==> src/rtl/rs_slot_allocator.sv <==
// Multi-port free-slot allocator for reservation-station entries: circular queue of free
// indices with all-or-nothing multi-lane grant, multi-lane release and flush reload.
module rs_slot_allocator #(
  parameter int NUM_ENTRIES = 8,
  parameter int ALLOC_WIDTH = 2,
  parameter int FREE_WIDTH  = 2,
  parameter int TYPE        = 0,
  localparam int PW = $clog2(NUM_ENTRIES)
) (
  input  logic                      clk,
  input  logic                      rst_n,
  input  logic                      flush,
  input  logic [ALLOC_WIDTH-1:0]    alloc_req,
  output logic                      alloc_ready,
  output logic [ALLOC_WIDTH*PW-1:0] alloc_idx,
  input  logic [FREE_WIDTH-1:0]     free_valid,
  input  logic [FREE_WIDTH*PW-1:0]  free_idx,
  output logic [PW:0]               free_count,
  output logic                      empty,
  output logic                      overflow_err
);
  localparam int CW = PW + 2;
  localparam logic [CW-1:0] N_C = CW'(NUM_ENTRIES);

  if (NUM_ENTRIES < 4 || (NUM_ENTRIES & (NUM_ENTRIES - 1)) != 0) begin : g_bad_depth
    $error("NUM_ENTRIES must be a power of two, at least 4");
  end
  if (ALLOC_WIDTH < 1 || ALLOC_WIDTH > 4 || ALLOC_WIDTH > NUM_ENTRIES) begin : g_bad_alloc
    $error("ALLOC_WIDTH out of range");
  end
  if (FREE_WIDTH < 1 || FREE_WIDTH > 4) begin : g_bad_free
    $error("FREE_WIDTH out of range");
  end
  if (TYPE < 0 || TYPE > 2) begin : g_bad_type
    $error("TYPE must be 0 (ALU), 1 (LSU) or 2 (BRU)");
  end

  logic [PW:0]    head_reg, tail_reg, count_reg;
  logic           overflow_reg;
  logic [PW-1:0]  q_val [NUM_ENTRIES];

  logic [CW-1:0]  n_alloc, take, held, room, n_req, n_acc;
  logic [PW:0]    count_next;
  logic [PW-1:0]  alloc_pos [ALLOC_WIDTH];
  logic [PW-1:0]  free_pos  [FREE_WIDTH];
  logic [PW-1:0]  wr_ptr    [FREE_WIDTH];
  logic [FREE_WIDTH-1:0] free_acc;
  logic           overflow_hit;

  // Compacted grant: each requesting lane takes the next queue slot after lower lanes.
  always_comb begin
    n_alloc = '0;
    for (int k = 0; k < ALLOC_WIDTH; k++) begin
      alloc_pos[k] = n_alloc[PW-1:0];
      n_alloc = n_alloc + CW'(alloc_req[k]);
    end
  end

  assign alloc_ready = rst_n && !flush && (n_alloc <= {1'b0, count_reg});
  assign take        = alloc_ready ? n_alloc : '0;
  assign held        = {1'b0, count_reg} - take;
  assign room        = N_C - held;

  // Releases beyond the remaining room are dropped from the highest lane down.
  always_comb begin
    n_req    = '0;
    n_acc    = '0;
    free_acc = '0;
    for (int k = 0; k < FREE_WIDTH; k++) begin
      free_pos[k] = n_acc[PW-1:0];
      if (free_valid[k]) begin
        n_req = n_req + CW'(1);
        if (n_acc < room) begin
          free_acc[k] = 1'b1;
          n_acc = n_acc + CW'(1);
        end
      end
    end
  end

  assign overflow_hit = (n_req != n_acc);
  assign count_next   = held[PW:0] + n_acc[PW:0];

  for (genvar gi = 0; gi < ALLOC_WIDTH; gi++) begin : g_lane
    logic [PW-1:0] rd_ptr;
    assign rd_ptr = head_reg[PW-1:0] + alloc_pos[gi];
    assign alloc_idx[gi*PW +: PW] = (alloc_ready && alloc_req[gi]) ? q_val[rd_ptr] : '0;
  end

  for (genvar gi = 0; gi < FREE_WIDTH; gi++) begin : g_wr
    assign wr_ptr[gi] = tail_reg[PW-1:0] + free_pos[gi];
  end

  for (genvar gi = 0; gi < NUM_ENTRIES; gi++) begin : g_slot
    logic [PW-1:0] slot_reg;
    always_ff @(posedge clk or negedge rst_n) begin
      if (!rst_n) begin
        slot_reg <= PW'(gi);
      end else if (flush) begin
        slot_reg <= PW'(gi);
      end else begin
        for (int k = 0; k < FREE_WIDTH; k++) begin
          if (free_acc[k] && wr_ptr[k] == PW'(gi)) slot_reg <= free_idx[k*PW +: PW];
        end
      end
    end
    assign q_val[gi] = slot_reg;
  end

  // Flush rebuilds the queue but keeps the sticky overflow flag.
  always_ff @(posedge clk or negedge rst_n) begin
    if (!rst_n) begin
      head_reg     <= '0;
      tail_reg     <= (PW+1)'(NUM_ENTRIES);
      count_reg    <= (PW+1)'(NUM_ENTRIES);
      overflow_reg <= 1'b0;
    end else if (flush) begin
      head_reg  <= '0;
      tail_reg  <= (PW+1)'(NUM_ENTRIES);
      count_reg <= (PW+1)'(NUM_ENTRIES);
    end else begin
      head_reg  <= head_reg + take[PW:0];
      tail_reg  <= tail_reg + n_acc[PW:0];
      count_reg <= count_next;
      if (overflow_hit) overflow_reg <= 1'b1;
    end
  end

  assign free_count   = count_reg;
  assign empty        = (count_reg == '0);
  assign overflow_err = overflow_reg;
endmodule

==> config.mk <==
export PLATFORM = sky130hd
export DESIGN_NAME = rs_slot_allocator
export DESIGN_NICKNAME = d
export VERILOG_FILES = /design/src/rtl/rs_slot_allocator.sv
export SDC_FILE = /design/constraint.sdc
export NUM_CORES = 1
export LEC_CHECK = 0
export CORE_ASPECT_RATIO = 0.9
export CORE_UTILIZATION = 46
export CTS_CLUSTER_SIZE = 40
export DETAILED_ROUTE_END_ITERATION = 10
export PLACE_DENSITY = 0.73
export SYNTH_ARGS = -nofsm -noshare
export SYNTH_HDL_FRONTEND = slang
export SYNTH_SLANG_ARGS = --single-unit
==> constraint.sdc <==
create_clock -name clk -period 5 [get_ports clk]
set_input_delay 0.5 -clock clk [delete_from_list [all_inputs] [get_ports clk]]
set_output_delay 0.5 -clock clk [all_outputs]
set_load 0.03 [all_outputs]
==> impl_metrics.json <==
{
  "cp.required_ps": 5240,
  "power.density_mw_per_mm2": 487,
  "fin_skew_ps": 8.95,
  "design_area_mm2": 0.00379,
  "dpl.hpwl_um": 6340,
  "relSlewSlack": 0.618,
  "clock_path_buffers": 2,
  "path_clk_slew_ps": 80,
  "synthesis.area_mm2": 0.00290,
  "drtPass1Iterations": 6,
  "cts_buffers": 5,
  "nets": 399,
  "h-tree-depth": 2,
  "area_growth_pct": 30.8,
  "endpoint_kind": "flip-flop",
  "grt_start_max_net_pins": 36,
  "maxCapViolCount": 0,
  "dieArea_mm2": 0.00662,
  "overflow": 0,
  "cp.arrival_ps": 5070,
  "synth_commonest_cells": "nor2_1 (25), nor3_1 (24), nand2_1 (23), dfrtp_1 (22), a21oi_1 (17)",
  "path_class": "in2reg",
  "num_rows": 27,
  "numClockSinks": 35,
  "cp-start-kind": "input port",
  "synth_edf_count": 0,
  "groute.usage.overall": 0.268,
  "tns_ps": 0,
  "viasPerCell": 6.29,
  "peakVddDrop_uv": 223,
  "regArea_um2": 893,
  "fp.dieH_um": 77.3,
  "initial_core_util": 0.476,
  "crit_fanout": 3,
  "drc": 0,
  "fillers": 499,
  "period_share": 0.966,
  "synth_nets": 336,
  "grt_antenna_before_repair": 0,
  "cts_root_buffer": "clkbuf_8",
  "yosys_warnings": 0,
  "drv_slew": 0,
  "grt_pass1_wl_um": 13600,
  "ctsHoldBuffers": 0,
  "portBuffers": 25,
  "ys_types": 50,
  "placed_cell_area_mm2": 0.00362,
  "cellLeakagePower_nw": 1.52,
  "wl_um": 8320,
  "synth_area_leaders": "dfrtp_1 (19%), dfstp_2 (12%), mux4_2 (9.3%)",
  "boundaryPins": 26,
  "synth-seq-cells": 35,
  "netlist_instances": 304,
  "ant_nets": 0,
  "rsz0062_at_grt": "no",
  "tritoncts": "built",
  "routedWlPerCell_um": 18.9,
  "multi_input_comb_area_mm2": 0.00207,
  "synth_area_leader_cell": "dfrtp_1",
  "gp_congestion": 0.952,
  "syn_avg_cell_area_um2": 9.52,
  "insertion_delay_ps": 300,
  "yosysMostFrequentCell": "nor2_1",
  "core_mm2": 0.00608,
  "status": "complete, no violations",
  "finalHoldViolCount": 0,
  "yosysSeqAreaShare": 0.308,
  "largest_register_ffs": 24,
  "worstHoldPathType": "reg2reg",
  "tightest_slew_ps": 568,
  "dieWidth_um": 85.6,
  "ys_async_sr_fraction": 1.00,
  "max_freq_mhz": 207,
  "dr_total_vias": 2769,
  "whs_ps": 484,
  "antenna_cells": 0,
  "synth_top_area_share": 0.190,
  "drt_iter0_drc": 288,
  "setup_viol": 0,
  "finalCriticalPeriod_ps": 4830,
  "ys_dominant_reg_cell": "dfrtp_1",
  "drive_gt1_frac": 0.299,
  "grt_pass1_vias": 2665
}
-- per-stage QoR --
stage                     power [mW]  utilization  instances  setup slack (ps)
after floorplan                 1.14            -        304              24.2
after global placement          1.53        0.595        430              -450
after detailed placement        1.56        0.595        430              -514
after CTS                       1.79        0.613        439               123
after global routing            1.97        0.623        440              2.23
final                           1.84        0.623        440               169
-- area by class of cell --
type / count / share of cell area
timing repair buffer: 74 / 0.163
sequential: 35 / 0.236
clock buffer: 6 / 0.0192
tap: 72 / 0.0238
inverter: 10 / 0.00991
clock inverter: 2 / 0.00330
multi-input combinational: 241 / 0.545
-- per-layer routing --
| metal | GRT usage | part of all wire |
|---|---|---|
| met1 | 0.376 | 0.43 |
| met2 | 0.417 | 0.48 |
| met3 | 0.0538 | 0.075 |
| met4 | 0.0867 | 0.020 |
| met5 | 0 | 0 |
-- final timing paths --
kind,to,from,depth (start not counted),slack (ps)
worst min-delay path,overflow_err,overflow_err,2,480
min in group asynchronous,g_slot[3].slot_reg[2],rst_n,2,750
worst max register to register,g_slot[2].slot_reg[1],free_count[1],19,380
worst min register to register,overflow_err,overflow_err,2,480
max in group asynchronous,g_slot[3].slot_reg[0],rst_n,2,3890
worst max-delay path,g_slot[2].slot_reg[1],alloc_req[1],21,170
-- worst max-delay path, stage by stage --
cell and delay, ps:
dlygate4sd2_1 270, ha_4 280, inv_1 40, ha_1 290
a2111oi_4 360, nor3b_4 80, and2_4 160, ha_4 160
fa_2 490, ha_4 190, buf_4 130, a2111o_1 370
a211o_1 280, and3_1 150, ha_2 180, ha_4 180
xor2_1 190, nor2_1 150, nand3_1 130, nand2b_4 190
a211o_1 280
-- cell families after synthesis --
group | synth area share
DFF | 0.308
adders and majority gates | 0.0925
AOI/OAI and AO/OA | 0.163
xor gates and xnor gates | 0.0242
muxes | 0.156
buffers and inverters | 0.0419
and+or+nand+nor | 0.214
-- placed cells by master (no fill, tap or decap), types with 9 or more instances in the layout --
cell type        count
a21oi_1             15
nand2_1             23
clkdlybuf4s50_1     23
dfrtp_1             21
nor3_1              22
inv_1               10
nand3_1             13
buf_4               49
mux4_2              12
nor2_1              24
ha_1                 9
mux2i_1             16
dfstp_2             13
-- what timing repair did --
action,in CTS,in global routing
resized for setup,5,9
setup endpoints to repair,26,23
pin swaps,4,6
setup buffers,1,1
-- power breakdown --
group          internal (mW)  switching (mW)  total, mW
clock network         0.0975           0.113      0.211
registers              0.369           0.109      0.477
logic                  0.576           0.580       1.16
total                   1.04           0.802       1.84
Power figures use the tool's default switching activity.
